===== config.mk =====
export PLATFORM = sky130hd
export DESIGN_NAME = uart_core
export DESIGN_NICKNAME = d
export VERILOG_FILES = /design/src/rtl/uart_pkg.sv /design/src/rtl/uart_baud_gen.sv /design/src/rtl/uart_core.sv
export SDC_FILE = /design/constraint.sdc
export NUM_CORES = 1
export LEC_CHECK = 0
export CORE_ASPECT_RATIO = 0.5
export CORE_MARGIN = 2
export CORE_UTILIZATION = 55
export DETAILED_ROUTE_END_ITERATION = 7
export PLACE_DENSITY_LB_ADDON = 0.08
export SETUP_SLACK_MARGIN = 0.15
export SLEW_MARGIN = 10
export SYNTH_ARGS = -nofsm -noshare
export SYNTH_HDL_FRONTEND = slang
export SYNTH_HIERARCHICAL = 1
export SYNTH_SLANG_ARGS = --single-unit

===== constraint.sdc =====
create_clock -name clk -period 7.4 [get_ports clk]
set_clock_uncertainty 0.05 [all_clocks]
set_input_delay 2.22 -clock clk [delete_from_list [all_inputs] [get_ports clk]]
set_output_delay 2.22 -clock clk [all_outputs]
set_load 0.03 [all_outputs]

===== src/rtl/uart_pkg.sv =====
// Shared definitions for uart_core: FSM state encoding and the RX sample-point
// offsets derived from the oversampling factor.
package uart_pkg;

    typedef enum logic [1:0] {
        IDLE  = 2'd0,
        START = 2'd1,
        DATA  = 2'd2,
        STOP  = 2'd3
    } uart_state_e;

    // Three samples straddle the bit centre; the majority of them is the bit value.
    function automatic int unsigned samp_lo(input int unsigned ovs);
        return ovs / 2 - 1;
    endfunction

    function automatic int unsigned samp_mid(input int unsigned ovs);
        return ovs / 2;
    endfunction

    function automatic int unsigned samp_hi(input int unsigned ovs);
        return ovs / 2 + 1;
    endfunction

endpackage


===== src/rtl/uart_baud_gen.sv =====
// Fractional baud generator: one-clk tick at a mean rate of exactly OVS*baud_hz,
// derived from clk_hz with a wrap-and-subtract accumulator.
module uart_baud_gen #(
    parameter int OVS   = 16,
    parameter int ACC_W = 32
) (
    input  logic        clk,
    input  logic        reset,
    input  logic [28:0] clk_hz,
    input  logic [28:0] baud_hz,
    output logic        tick,
    output logic        baud_err
);

    logic [33:0]      inc_w;
    logic [ACC_W-1:0] acc_q;
    logic [ACC_W-1:0] acc_d;

    assign inc_w    = 34'(baud_hz) * 34'(OVS);
    assign baud_err = inc_w >= 34'(clk_hz);
    assign acc_d    = acc_q + ACC_W'(inc_w);

    // The accumulator is frozen while the ratio is illegal so no tick burst follows a fix.
    always_ff @(posedge clk or negedge reset) begin
        if (!reset) begin
            acc_q <= '0;
            tick  <= 1'b0;
        end else if (baud_err) begin
            tick  <= 1'b0;
        end else if (acc_d >= ACC_W'(clk_hz)) begin
            // NOTE: flop state uses non-blocking assignments so every reader sees pre-edge values.
            acc_q <= acc_d - ACC_W'(clk_hz);
            tick  <= 1'b1;
        end else begin
            acc_q <= acc_d;
            tick  <= 1'b0;
        end
    end

endmodule


===== src/rtl/uart_core.sv =====
// Parametrised full-duplex UART with fractional baud generation and majority-vote RX.
// Optional parity bit between data and stop bits when UART_PARITY_EN is defined.
module uart_core
    import uart_pkg::*;
#(
    parameter int DATA_BITS = 8,
    parameter int STOP_BITS = 2,
    parameter int OVS       = 16,
    parameter int ACC_W     = 32
) (
    input  logic                 clk,
    input  logic                 reset,
    input  logic [28:0]          clk_hz,
    input  logic [28:0]          baud_hz,
    input  logic [DATA_BITS-1:0] tx_data,
    input  logic                 tx_valid,
    output logic                 tx_ready,
    output logic                 tx_channel,
    output logic                 tx_busy,
    input  logic                 rx_channel,
    output logic [DATA_BITS-1:0] rx_data,
    output logic                 rx_valid,
    output logic                 rx_frame_err,
    output logic                 rx_busy,
    output logic                 baud_err
`ifdef UART_PARITY_EN
    ,
    input  logic                 parity_odd,
    output logic                 rx_parity_err
`endif
);

`ifdef UART_PARITY_EN
    localparam int PAR_BITS = 1;
`else
    localparam int PAR_BITS = 0;
`endif
    localparam int NB    = DATA_BITS + PAR_BITS;
    localparam int CNT_W = $clog2(STOP_BITS * OVS);
    localparam int BIT_W = $clog2(NB);

    localparam logic [CNT_W-1:0] BIT_END  = CNT_W'(OVS - 1);
    localparam logic [CNT_W-1:0] STOP_END = CNT_W'(STOP_BITS * OVS - 1);
    localparam logic [CNT_W-1:0] S_LO     = CNT_W'(samp_lo(OVS));
    localparam logic [CNT_W-1:0] S_MID    = CNT_W'(samp_mid(OVS));
    localparam logic [CNT_W-1:0] S_HI     = CNT_W'(samp_hi(OVS));
    localparam logic [BIT_W-1:0] LAST_BIT = BIT_W'(NB - 1);

    logic tick;

    uart_baud_gen #(.OVS(OVS), .ACC_W(ACC_W)) u_baud (
        .clk      (clk),
        .reset    (reset),
        .clk_hz   (clk_hz),
        .baud_hz  (baud_hz),
        .tick     (tick),
        .baud_err (baud_err)
    );

    // ---------------- transmitter ----------------
    uart_state_e      tx_state_q;
    logic [CNT_W-1:0] tx_cnt_q;
    logic [BIT_W-1:0] tx_bit_q;
    logic [NB-1:0]    tx_shift_q;
    logic [NB-1:0]    tx_word_d;
    logic             tx_channel_q;
    logic             tx_ready_q;

`ifdef UART_PARITY_EN
    assign tx_word_d = {^tx_data ^ parity_odd, tx_data};
`else
    assign tx_word_d = tx_data;
`endif

    always_ff @(posedge clk or negedge reset) begin
        if (!reset) begin
            tx_state_q   <= IDLE;
            tx_cnt_q     <= '0;
            tx_bit_q     <= '0;
            tx_shift_q   <= '0;
            tx_channel_q <= 1'b1;
            tx_ready_q   <= 1'b1;
        end else begin
            case (tx_state_q)
                IDLE: if (tx_valid && tx_ready_q) begin
                    tx_shift_q <= tx_word_d;
                    tx_ready_q <= 1'b0;
                    tx_cnt_q   <= '0;
                    tx_state_q <= START;
                end
                START: if (tick) begin
                    // A still-high line means this is the first tick: it opens the start bit.
                    if (tx_channel_q) begin
                        tx_channel_q <= 1'b0;
                        tx_cnt_q     <= '0;
                    end else if (tx_cnt_q == BIT_END) begin
                        tx_channel_q <= tx_shift_q[0];
                        tx_shift_q   <= tx_shift_q >> 1;
                        tx_bit_q     <= '0;
                        tx_cnt_q     <= '0;
                        tx_state_q   <= DATA;
                    end else begin
                        tx_cnt_q <= tx_cnt_q + CNT_W'(1);
                    end
                end
                DATA: if (tick) begin
                    if (tx_cnt_q == BIT_END) begin
                        tx_cnt_q <= '0;
                        if (tx_bit_q == LAST_BIT) begin
                            tx_channel_q <= 1'b1;
                            tx_state_q   <= STOP;
                        end else begin
                            tx_channel_q <= tx_shift_q[0];
                            tx_shift_q   <= tx_shift_q >> 1;
                            tx_bit_q     <= tx_bit_q + BIT_W'(1);
                        end
                    end else begin
                        tx_cnt_q <= tx_cnt_q + CNT_W'(1);
                    end
                end
                STOP: if (tick) begin
                    if (tx_cnt_q == STOP_END) begin
                        tx_ready_q <= 1'b1;
                        tx_state_q <= IDLE;
                    end else begin
                        tx_cnt_q <= tx_cnt_q + CNT_W'(1);
                    end
                end
                default: tx_state_q <= IDLE;
            endcase
        end
    end

    assign tx_channel = tx_channel_q;
    assign tx_ready   = tx_ready_q;
    assign tx_busy    = tx_state_q != IDLE;

    // ---------------- receiver ----------------
    logic             rx_s1_q, rx_s2_q;
    uart_state_e      rx_state_q;
    logic [CNT_W-1:0] rx_cnt_q;
    logic [BIT_W-1:0] rx_bit_q;
    logic [NB-1:0]    rx_shift_q;
    logic [1:0]       rx_votes_q;
    logic             rx_armed_q;
    logic [DATA_BITS-1:0] rx_data_q;
    logic             rx_valid_q;
    logic             rx_frame_err_q;
    logic             rx_maj;
`ifdef UART_PARITY_EN
    logic             rx_par_err_q;
`endif

    always_ff @(posedge clk or negedge reset) begin
        if (!reset) begin
            rx_s1_q <= 1'b1;
            rx_s2_q <= 1'b1;
        end else begin
            rx_s1_q <= rx_channel;
            rx_s2_q <= rx_s1_q;
        end
    end

    assign rx_maj = (rx_votes_q + {1'b0, rx_s2_q}) >= 2'd2;

    always_ff @(posedge clk or negedge reset) begin
        if (!reset) begin
            rx_state_q     <= IDLE;
            rx_cnt_q       <= '0;
            rx_bit_q       <= '0;
            rx_shift_q     <= '0;
            rx_votes_q     <= '0;
            rx_armed_q     <= 1'b1;
            rx_data_q      <= '0;
            rx_valid_q     <= 1'b0;
            rx_frame_err_q <= 1'b0;
`ifdef UART_PARITY_EN
            rx_par_err_q   <= 1'b0;
`endif
        end else begin
            rx_valid_q <= 1'b0;
            if (tick) begin
                if (rx_state_q == IDLE) begin
                    // After a low stop bit (e.g. break) the line must go high before re-arming.
                    if (rx_s2_q) begin
                        rx_armed_q <= 1'b1;
                    end else if (rx_armed_q) begin
                        rx_state_q <= START;
                        rx_cnt_q   <= '0;
                        rx_votes_q <= '0;
                    end
                end else begin
                    rx_cnt_q <= (rx_cnt_q == BIT_END) ? '0 : rx_cnt_q + CNT_W'(1);
                    if (rx_cnt_q == S_LO || rx_cnt_q == S_MID)
                        rx_votes_q <= rx_votes_q + {1'b0, rx_s2_q};
                    if (rx_cnt_q == S_HI)
                        rx_votes_q <= '0;
                    case (rx_state_q)
                        START: begin
                            if (rx_cnt_q == S_HI && rx_maj) begin
                                rx_state_q <= IDLE;
                            end else if (rx_cnt_q == BIT_END) begin
                                rx_bit_q   <= '0;
                                rx_state_q <= DATA;
                            end
                        end
                        DATA: begin
                            if (rx_cnt_q == S_HI)
                                rx_shift_q <= {rx_maj, rx_shift_q[NB-1:1]};
                            if (rx_cnt_q == BIT_END) begin
                                if (rx_bit_q == LAST_BIT)
                                    rx_state_q <= STOP;
                                else
                                    rx_bit_q <= rx_bit_q + BIT_W'(1);
                            end
                        end
                        STOP: if (rx_cnt_q == S_HI) begin
                            rx_data_q      <= rx_shift_q[DATA_BITS-1:0];
                            rx_valid_q     <= 1'b1;
                            rx_frame_err_q <= !rx_maj;
`ifdef UART_PARITY_EN
                            rx_par_err_q   <= ^rx_shift_q ^ parity_odd;
`endif
                            rx_armed_q     <= rx_maj;
                            rx_state_q     <= IDLE;
                        end
                        default: rx_state_q <= IDLE;
                    endcase
                end
            end
        end
    end

    assign rx_data      = rx_data_q;
    assign rx_valid     = rx_valid_q;
    assign rx_frame_err = rx_frame_err_q;
    assign rx_busy      = rx_state_q != IDLE;
`ifdef UART_PARITY_EN
    assign rx_parity_err = rx_par_err_q;
`endif

endmodule


==> flow_summary.json, run 1 <==
{
  "p_leak_nw": 4.263,
  "hpwl_um": 15800,
  "cts_buffers": 9,
  "dieHeight_um": 88.56,
  "final_util": 0.6797,
  "rsz0062_at_grt": "false",
  "dieArea_sq_um": 15330,
  "grt_pass1_vias": 6805,
  "core_sq_um": 13740,
  "fill_cells": 1153,
  "vias": 7088,
  "yosysUniqueCellTypes": 76,
  "max_freq_ghz": 0.1427,
  "dp_worst_setup_slack_ns": -0.2281,
  "syn_nets": 1072,
  "whs_path_depth": 0,
  "total_power_mw": 4.598,
  "wire_per_inst_um": 16.96,
  "worstPathRequired_ns": 7.54,
  "area_growth_pct": 18.72,
  "cpMostUsedCell": "a21o_1",
  "ys_seq_area_frac": 0.2744,
  "startpoint_type": "primary input",
  "slowest_delay_ns": 0.43,
  "post_synth_xor_area_fraction": 0.05568,
  "synth_ff_type": "dfrtp_1",
  "hp-start": "rx_s1_q",
  "fp.dieW_um": 173.1,
  "cts.clk_slew.worst_paths_ns": 0.07,
  "rows": 30,
  "seq_area_sq_um": 2158,
  "fin_crit_sh": 0.9470,
  "setup_violations": 0,
  "routed_wirelength_um": 20210,
  "syn_area_sq_um": 7865,
  "boundaryPins": 85,
  "multi_input_area_sq_um": 5393,
  "antenna_found_initial": 0,
  "clkSinkCount": 86,
  "intPower_mw": 2.354,
  "syn_inst": 898,
  "r2r_end": "u_baud/acc_q[11]",
  "p_switching_mw": 2.245,
  "worstPathCellList": "clkdlybuf4s50_1 > ha_1 > fa_1 > a21o_1 > a221oi_4 > o311ai_2 > a41oi_2 > o21ai_0 > xor2_1 > ha_1 > a21o_1 > a21o_1 > a21oi_1 > o211ai_1 > o211a_1 > nor4b_4 > buf_4 > buf_6 > mux2i_1 > a21oi_1",
  "holdPathEnd": "rx_s2_q",
  "cp_max_fo": 12,
  "yosysWarnings": 6,
  "gp_congestion": 0.9754,
  "reg2regPathDepth": 19,
  "synth_top_family_by_area": "compound AO/OA/AOI/OAI gates",
  "cts.htree.levels": 3,
  "pwr-share-seq": 0.151,
  "critical_path_class": "in -> reg",
  "initial_core_util": 0.5725,
  "clockPowerShare": 0.103,
  "final_cell_area_sq_um": 9338,
  "vias_per_cell": 5.946,
  "tightestPinTransition_ns": 0.7201,
  "clk_path_buf_depth": 2,
  "slew_headroom": 0.5200,
  "firstDrtPassIters": 5,
  "muxShareOfSynthArea": 0.07731,
  "synth_edf_count": 0,
  "n_antenna_cell": 0,
  "synthSimpleGateAreaFrac": 0.1497,
  "setup_slack_ns": 0.3923,
  "crit_arrival_ns": 7.15,
  "avgSynthCellArea_sq_um": 8.758,
  "clkLatencyLatePin_ns": 0.35,
  "setup.worst_path.end_class": "flip-flop",
  "placed_area_sq_um": 8995,
  "root_buffer": "clkbuf_16",
  "synth_compound_area_frac": 0.2300,
  "layout-drive-gt1-share": 0.09100,
  "grt_pass1_wl_um": 33150,
  "r2r_setup_slack_ns": 2.35,
  "cap_violations": 0,
  "cts_tree": "built",
  "maxSlewViolCount": 0,
  "period_needed_ns": 7.008,
  "hold_path_class": "reg -> reg",
  "ant_nets": 0,
  "grt_util_all_layers": 0.2687,
  "synth-async-reset-ratio": 1.000,
  "ys_ff_latch": 86,
  "p_per_area_nw_per_um2": 492.4,
  "peakVddDrop_v": 0.0002823,
  "synth_fa_ha_area_frac": 0.1674,
  "swShare": 0.4882,
  "drc": 0,
  "rr_startpoint": "u_baud/acc_q[4]",
  "combPwrFrac": 0.745,
  "drt-initial-drc-count": 487,
  "hold_viol_final": 0,
  "cp_slowest_cell": "clkdlybuf4s50_1",
  "status": "complete, no violations",
  "overflow": 0,
  "place.port_buffers": 84,
  "fin_nets": 1170,
  "grt_max_degree": 55
}
[how the worst max path moves through the flow]
stage	slack [ns]	to	startpoint	depth (start not counted)
2_1_floorplan	0.86	u_baud/acc_q[1]	baud_hz[0]	20
6_report	0.39	u_baud/acc_q[11]	baud_hz[0]	20
3_3_place_gp	-0.009	u_baud/acc_q[12]	baud_hz[0]	20
3_5_place_dp	-0.23	u_baud/acc_q[14]	baud_hz[0]	20
4_1_cts	0.20	u_baud/acc_q[14]	baud_hz[0]	19
5_1_grt	0.14	u_baud/acc_q[14]	baud_hz[0]	20
[cell families after synthesis]
family | Yosys count
mux | 54
xor+xnor | 50
compound gates | 285
fa+ha+maj | 104
buf+inv | 79
simple gates | 240
flops | 86
[per-stage QoR]
stage / hold slack, ns / TNS [ns] / cells
2_1_floorplan: 0.2952 / 0 / 898
3_3_place_gp: 0.2983 / -0.02761 / 1176
3_5_place_dp: 0.3053 / -3.540 / 1176
4_1_cts: 0.3182 / 0 / 1191
5_1_grt: 0.3228 / 0 / 1192
6_report: 0.3154 / 0 / 1192
[placed cells by master (no fill, tap or decap), drive strengths merged, types with 8 or more instances in the layout]
cell type	n
o21bai	8
dfrtp	81
nand2b	11
inv	57
xor2	20
ha	102
o21a	8
nand4	9
mux2	20
nand3	13
mux2i	34
buf	27
nor2b	9
nand2	82
a21o	29
a21oi	85
xnor2	30
a211oi	14
nor3	8
nor2	67
clkdlybuf4s50	82
a31oi	16
o21ai	76
and3	9
and2	8
clkbuf	9
[Yosys cell counts (all sizes together), types with 11 or more instances]
| cell type | instances | area [sq um] |
|---|---|---|
| a21oi | 85 | 425.4 |
| clkbuf | 14 | 53.80 |
| a211oi | 14 | 110.1 |
| nand2b | 11 | 68.82 |
| nand3 | 13 | 65.06 |
| inv | 56 | 210.2 |
| mux2i | 34 | 352.8 |
| a21o | 29 | 217.7 |
| xnor2 | 30 | 262.8 |
| dfrtp | 81 | 2027 |
| xor2 | 20 | 175.2 |
| nand2 | 82 | 312.8 |
| ha | 102 | 1276 |
| mux2 | 20 | 255.3 |
| nor2 | 67 | 259.0 |
| o21ai | 76 | 384.1 |
| a31oi | 16 | 121.4 |
[cell type report]
type,count,share of cell area
multi-input combinational,733,0.5775
timing repair buffer,110,0.1113
clock buffer,9,0.02412
clock inverter,6,0.007638
inverter,56,0.02251
sequential,86,0.2311
tap,192,0.02573
[metal layers]
layer | vias to the layer above | share of wire | routed length, um | track usage
li1 | 3455 | - | - | -
met1 | 3390 | 0.46 | 9302 | 0.3521
met2 | 222 | 0.47 | 9406 | 0.4684
met3 | 21 | 0.063 | 1275 | 0.05670
met4 | 0 | 0.011 | 229 | 0.05470
met5 | - | 0 | 0 | 0
[power groups by stage]
stage	sequential [mW]	combinational, mW	clock (mW)
finish	0.696	3.43	0.475
global route	0.713	3.76	0.500
CTS	0.694	3.33	0.482
detailed placement	0.701	3.30	0
global placement	0.697	3.24	0
floorplan	0.670	2.53	0
[sequential cells by signal, summed over array words and instances, names as in the netlist]
| signal | count |
|---|---|
| tx_cnt_q | 5 |
| rx_armed_q | 1 |
| rx_shift_q | 8 |
| tx_bit_q | 3 |
| rx_s1_q | 1 |
| rx_frame_err | 1 |
| tx_ready | 1 |
| rx_data | 8 |
| rx_valid | 1 |
| rx_s2_q | 1 |
| rx_cnt_q | 5 |
| tx_channel | 1 |
| rx_votes_q | 2 |
| rx_state_q | 2 |
| tx_state_q | 2 |
| u_baud/tick | 1 |
| tx_shift_q | 8 |
| u_baud/acc_q | 32 |
| rx_bit_q | 3 |
[repair_timing]
item	4_1_cts	5_1_grt
hold endpoints to repair	0	0
hold buffers	0	0
pin swaps	0	3
setup buffers	0	1
gates resized for setup	2	6
endpoints found under the setup margin	6	33
[worst max-delay path: cells and delay by family]
| kind | cells | cell delay, ns |
|---|---|---|
| XOR/XNOR | 1 | 0.23 |
| adder cells (fa/ha/maj) | 3 | 0.93 |
| AO/OA/AOI/OAI | 11 | 2.43 |
| buffers and inverters | 3 | 0.84 |
| AND/OR/NAND/NOR | 1 | 0.26 |
| multiplexers | 1 | 0.23 |
Power figures use the tool's default switching activity.
==> run 2, diff against run 1 <==
Settings changed: CORE_ASPECT_RATIO 0.5 to unset.
Clock period 7.4 ns to 8.3 ns, I/O delays scaled along.
==> run 2 against run 1 <==
Against the previous run:
- via count fell by 3.9%
- register-to-register slack improved by 0.57 ns
- die area fell by 0.39%
- clock-buffer cell count rose by 1
- combinational power fell by 17%
- worst hold slack got worse by 0.0089 ns
- clock power fell by 1%
- power fell by 15%
- design area fell by 1.5%
- setup slack improved by 0.044 ns
- flip-flop and latch count did not move
==> flow_summary.json, run 2 (synthesis gave the netlist of run 1 again) <==
{
  "cts.htree.levels": 3,
  "total_power_mw": 3.922,
  "post_cts_resized": 0,
  "final_cell_area_sq_um": 9196,
  "largest-register": "u_baud/acc_q",
  "layout-drive-gt1-share": 0.07325,
  "hold_path_class": "reg -> reg",
  "setup_violations": 0,
  "slowest_delay_ns": 0.72,
  "p_switching_mw": 1.896,
  "setup_slack_ns": 0.4364,
  "clk_path_buf_depth": 2,
  "gp_congestion": 0.8948,
  "peakVddDrop_v": 0.0002089,
  "swShare": 0.4833,
  "wire_per_inst_um": 16.10,
  "slew_headroom": 0.5023,
  "rows": 43,
  "period_needed_ns": 7.864,
  "fp.dieW_um": 123.6,
  "startpoint_type": "primary input",
  "grt_util_all_layers": 0.2558,
  "fill_cells": 1215,
  "cts_setup_buffers": 0,
  "multi_input_area_sq_um": 5368,
  "largest_reg_flops": 32,
  "root_buffer": "clkbuf_16",
  "dp_worst_setup_slack_ns": 0.2646,
  "dieHeight_um": 123.6,
  "tns_ns": 0,
  "ant_nets": 0,
  "firstDrtPassIters": 5,
  "place.port_buffers": 84,
  "hpwl_um": 14640,
  "vias": 6814,
  "status": "complete, no violations",
  "path_buf_inv": 4,
  "rsz0062_at_grt": "false",
  "drc": 0,
  "cts_buffers": 9,
  "cp_max_fo": 6,
  "hold_viol_final": 0,
  "layout_common_cells": "102 x ha_1, 85 x a21oi_1, 83 x clkdlybuf4s50_1, 81 x dfrtp_1, 80 x nand2_1",
  "routed_wirelength_um": 18720,
  "fin_nets": 1152,
  "placed_area_sq_um": 8852,
  "pwr-share-seq": 0.159,
  "cap_violations": 0,
  "intPower_mw": 2.026,
  "p_leak_nw": 4.198,
  "cts_tree": "built",
  "setup.worst_path.end_class": "output port",
  "drt-initial-drc-count": 434,
  "max_freq_ghz": 0.1272,
  "grt_pass1_wl_um": 30930,
  "n_antenna_cell": 0,
  "grt_max_degree": 60,
  "worstPathRequired_ns": 5.76,
  "p_per_area_nw_per_um2": 426.5,
  "hold_buffers": 0,
  "core_sq_um": 13930,
  "combPwrFrac": 0.722,
  "tightestPinTransition_ns": 0.7349,
  "clkSinkCount": 86,
  "critical_path_class": "in -> out",
  "area_growth_pct": 16.93,
  "clockPowerShare": 0.119,
  "final_util": 0.6600,
  "overflow": 0,
  "dieArea_sq_um": 15270,
  "boundaryPins": 85,
  "crit_arrival_ns": 5.32,
  "worstPathCellList": "clkdlybuf4s50_1 > inv_1 > ha_1 > nand4_1 > o221a_2 > o21ai_0 > a31o_2 > o21ai_4 > inv_1 > clkdlybuf4s50_1",
  "grt_pass1_vias": 6415,
  "fin_crit_sh": 0.9474,
  "vias_per_cell": 5.859,
  "initial_core_util": 0.5644,
  "dp.cells": 1147,
  "antenna_found_initial": 0,
  "seq_area_sq_um": 2158,
  "final_common_cell": "ha_1",
  "cp_slowest_cell": "clkdlybuf4s50_1",
  "stdcell_count": 1163,
  "clkLatencyLatePin_ns": 0.35,
  "maxSlewViolCount": 0,
  "holdWs_ns": 0.3065,
  "cts.clk_slew.worst_paths_ns": 0.07,
  "path_delay_family": "buffers and inverters"
}
-- run 2: changes by cell type in the layout (fill, tap and decap cells not counted), moves of 2 or more --
cell | before | now
o21ai_0 | 71 | 73
o21ai_1 | 3 | 1
clkinv_4 | 2 | 0
buf_4 | 26 | 9
inv_6 | 1 | 3
clkinvlp_4 | 2 | 0
-- run 2: layout make-up --
cell class                      count  area share
Sequential cell                    86      0.2347
Multi-Input combinational cell    733      0.5837
Tap cell                          180     0.02449
Clock inverter                      6     0.01061
Timing Repair Buffer               92     0.09769
Inverter                           56     0.02286
Clock buffer                       10     0.02599
-- run 2: final timing paths --
path / depth (start not counted) / to / from / slack (ns)
worst max-delay path: 10 / baud_err / clk_hz[8] / 0.44
worst min-delay path: 0 / rx_s2_q / rx_s1_q / 0.31
worst max register to register: 18 / u_baud/acc_q[6] / u_baud/acc_q[4] / 2.92
worst min register to register: 0 / rx_s2_q / rx_s1_q / 0.31
max in group asynchronous: 2 / u_baud/acc_q[1] / reset / 5.10
min in group asynchronous: 1 / u_baud/acc_q[18] / reset / 2.02
-- run 2: metal layers --
layer,global-route usage,up-vias,wire length [um]
li1,-,3426,-
met1,0.3680,3186,9189
met2,0.3990,183,8260
met3,0.03984,19,1020
met4,0.07173,0,252
met5,0,-,0
-- run 2: worst register-to-register path: stages (launching register included) --
cell and delay [ns]:
dfrtp_1 0.40, ha_1 0.23, fa_1 0.41, a21o_1 0.20
a221oi_2 0.36, o311ai_1 0.29, a41o_1 0.36, a21o_1 0.19
a21oi_1 0.19, xnor2_1 0.20, ha_1 0.37, and2_1 0.20
a221oi_1 0.40, o211ai_1 0.13, o211a_1 0.28, nor4b_4 0.32
buf_4 0.33, mux2i_1 0.24, a21oi_1 0.09
-- run 2: power by group through the flow --
stage,clock network [mW],registers (mW),logic (mW)
2_1_floorplan,0,0.598,2.26
3_3_place_gp,0,0.627,2.75
3_5_place_dp,0,0.629,2.77
4_1_cts,0.478,0.622,2.79
5_1_grt,0.496,0.638,3.13
6_report,0.468,0.624,2.83
==> run 3, diff against run 2 <==
Settings changed: ABC_AREA set to 1, PLACE_DENSITY set to 0.85, PLACE_DENSITY_LB_ADDON 0.08 to unset.
==> run 3 against run 2 <==
Against the previous run:
- first-iteration DRC count up 63%
- area after synthesis up 5.6%
- wire length up 18%
- worst hold slack better by 0.0030 ns
- setup slack worse by 0.11 ns
- sequential share of layout area down 1.1 points
- non-clock buffer count down 3
- largest cell class unchanged
==> flow_summary.json, run 3 <==
{
  "dieArea_sq_um": 16110,
  "synth_ff_type": "dfrtp_1",
  "slowest_delay_ns": 0.67,
  "syn_area_sq_um": 8309,
  "layout-drive-gt1-share": 0.05734,
  "synth_common_cells": "353 x nand2_1, 165 x inv_1, 102 x ha_1",
  "placed_area_sq_um": 9336,
  "worstPathRequired_ns": 5.76,
  "startpoint_type": "primary input",
  "setup_violations": 0,
  "clockPowerShare": 0.122,
  "p_switching_mw": 1.904,
  "path_buf_inv": 5,
  "synth-async-reset-ratio": 1.000,
  "combPwrFrac": 0.723,
  "vias": 8279,
  "cpMostUsedCell": "nand2_1",
  "syn_nets": 1390,
  "swShare": 0.5309,
  "yosysWarnings": 6,
  "clk_path_buf_depth": 2,
  "n_antenna_cell": 0,
  "fp.dieW_um": 126.9,
  "grt_pass1_wl_um": 36740,
  "seq_area_sq_um": 2158,
  "vias_per_cell": 5.549,
  "synth_area_leader_cell": "dfrtp_1",
  "avgSynthCellArea_sq_um": 6.833,
  "p_per_area_nw_per_um2": 372.1,
  "post_cts_resized": 0,
  "cap_violations": 0,
  "syn_inst": 1216,
  "tightestPinTransition_ns": 0.8126,
  "ys_ff_latch": 86,
  "setup.worst_path.end_class": "output port",
  "peakVddDrop_v": 0.0002360,
  "hold_buffers": 0,
  "post_synth_main_area_contributors": "dfrtp_1 24%, nand2_1 16%, ha_1 15%",
  "hold_path_class": "reg -> reg",
  "cts.htree.levels": 3,
  "period_needed_ns": 7.974,
  "final_common_cell": "nand2_1",
  "grt_max_degree": 62,
  "cts_tree": "built",
  "boundaryPins": 85,
  "fin_nets": 1477,
  "dieHeight_um": 126.9,
  "largest_reg_flops": 32,
  "rsz0062_at_grt": "false",
  "tns_ns": 0,
  "status": "complete, no violations",
  "intPower_mw": 1.683,
  "wire_per_inst_um": 14.82,
  "core_sq_um": 14640,
  "critical_path_class": "in -> out",
  "fill_cells": 1318,
  "layout_common_cells": "353 x nand2_1, 165 x inv_1, 102 x ha_1, 90 x nor2_1, 83 x clkdlybuf4s50_1",
  "firstDrtPassIters": 5,
  "routed_wirelength_um": 22110,
  "cp_max_fo": 2,
  "p_leak_nw": 4.948,
  "overflow": 0,
  "antenna_found_initial": 0,
  "cts_buffers": 9,
  "worstPathCellList": "clkdlybuf4s50_1 > inv_1 > ha_1 > nand2_1 > inv_1 > nand3_1 > nor3_1 > o21ai_0 > o2111ai_1 > nand2_1 > nand2_1 > nor2_1 > inv_2 > clkdlybuf4s50_1",
  "yosysUniqueCellTypes": 46,
  "slew_headroom": 0.4582,
  "max_freq_ghz": 0.1254,
  "cts.clk_slew.worst_paths_ns": 0.07,
  "yosysMostFrequentCell": "nand2_1",
  "clkSinkCount": 86,
  "fin_crit_sh": 0.9607,
  "pwr-share-seq": 0.154,
  "hold_viol_final": 0,
  "synth_edf_count": 0,
  "crit_arrival_ns": 5.43,
  "largest-register": "u_baud/acc_q",
  "ys_seq_area_frac": 0.2598,
  "multi_input_area_sq_um": 5434,
  "gp_congestion": 1.024,
  "maxSlewViolCount": 0,
  "grt_pass1_vias": 7876,
  "cp_slowest_cell": "clkdlybuf4s50_1",
  "root_buffer": "clkbuf_16",
  "yosys.area.top_type_share": 0.2439,
  "final_cell_area_sq_um": 9642,
  "cts_setup_buffers": 0,
  "place.port_buffers": 84,
  "area_growth_pct": 16.04,
  "ant_nets": 0,
  "drc": 0,
  "path_delay_family": "buffers and inverters",
  "drt-initial-drc-count": 709,
  "rows": 44,
  "final_util": 0.6584,
  "hpwl_um": 17650,
  "clkLatencyLatePin_ns": 0.37,
  "initial_core_util": 0.5674,
  "grt_util_all_layers": 0.2826
}
run 3: cell types whose count changed in the layout (fill, tap and decap cells not counted), sizes merged, moves of 10 or more:
| cell | change |
|---|---|
| mux2 | -20 |
| nand2b | -11 |
| nor2 | +35 |
| nand2 | +281 |
| o21ai | +10 |
| nand3 | +64 |
| o211ai | +11 |
| a31oi | -15 |
| inv | +111 |
| a211oi | -13 |
| a21o | -23 |
| mux2i | -34 |
run 3: worst register-to-register path, delay by kind of cell (launching register included):
family	cells	cell delay [ns]
xor gates and xnor gates	1	0.17
and+or+nand+nor	15	2.14
buffers and inverters	1	0.24
AOI/OAI and AO/OA	1	0.29
adders and majority gates	3	1.14
DFF	1	0.38
run 3: kinds of logic after synthesis:
group	share of synthesized area
simple gates	0.2980
flops	0.2598
buf+inv	0.08628
fa+ha+maj	0.1584
xor+xnor	0.05376
compound gates	0.1438
run 3: metal layers:
| metal | part of all wire | GRT usage | vias to the layer above | wire length (um) |
|---|---|---|---|---|
| met2 | 0.47 | 0.4861 | 318 | 10380 |
| met3 | 0.060 | 0.04935 | 40 | 1332 |
| met1 | 0.45 | 0.3601 | 3779 | 9845 |
| li1 | - | - | 4142 | - |
| met5 | 0 | 0 | - | 0 |
| met4 | 0.025 | 0.09502 | 0 | 553 |
run 3: power by group through the flow:
stage	clock, mW	combinational [mW]	sequential (mW)
global route	0.462	2.88	0.562
global placement	0	2.50	0.557
CTS	0.442	2.54	0.553
detailed placement	0	2.52	0.560
floorplan	0	1.95	0.546
finish	0.439	2.59	0.554
run 3: through the flow:
step                hold WS (ns)  instances  setup slack (ns)  power, mW
finish                    0.3095       1492            0.3263      3.588
global route              0.3157       1492            0.2848      3.907
CTS                       0.3118       1492            0.3963      3.535
detailed placement        0.2981       1476            0.4042      3.080
global placement          0.3002       1476            0.4683      3.054
floorplan                 0.2952       1216             1.658      2.499
run 3: final cells by class:
cell class                      count  share of cell area
Inverter                          170             0.06618
Multi-Input combinational cell    947              0.5636
Tap cell                          184             0.02388
Clock buffer                        9             0.02336
Clock inverter                      7            0.008305
Sequential cell                    86              0.2239
Timing Repair Buffer               89             0.09084
run 3: final timing paths:
| check | from | end | slack [ns] | cells past startpoint |
|---|---|---|---|---|
| min in group asynchronous | reset | rx_valid | 1.97 | 1 |
| worst max register to register | u_baud/acc_q[4] | u_baud/acc_q[19] | 3.82 | 21 |
| worst max-delay path | clk_hz[16] | baud_err | 0.33 | 14 |
| max in group asynchronous | reset | u_baud/acc_q[20] | 5.11 | 2 |
| worst min-delay path | rx_s1_q | rx_s2_q | 0.31 | 0 |
| worst min register to register | rx_s1_q | rx_s2_q | 0.31 | 0 |
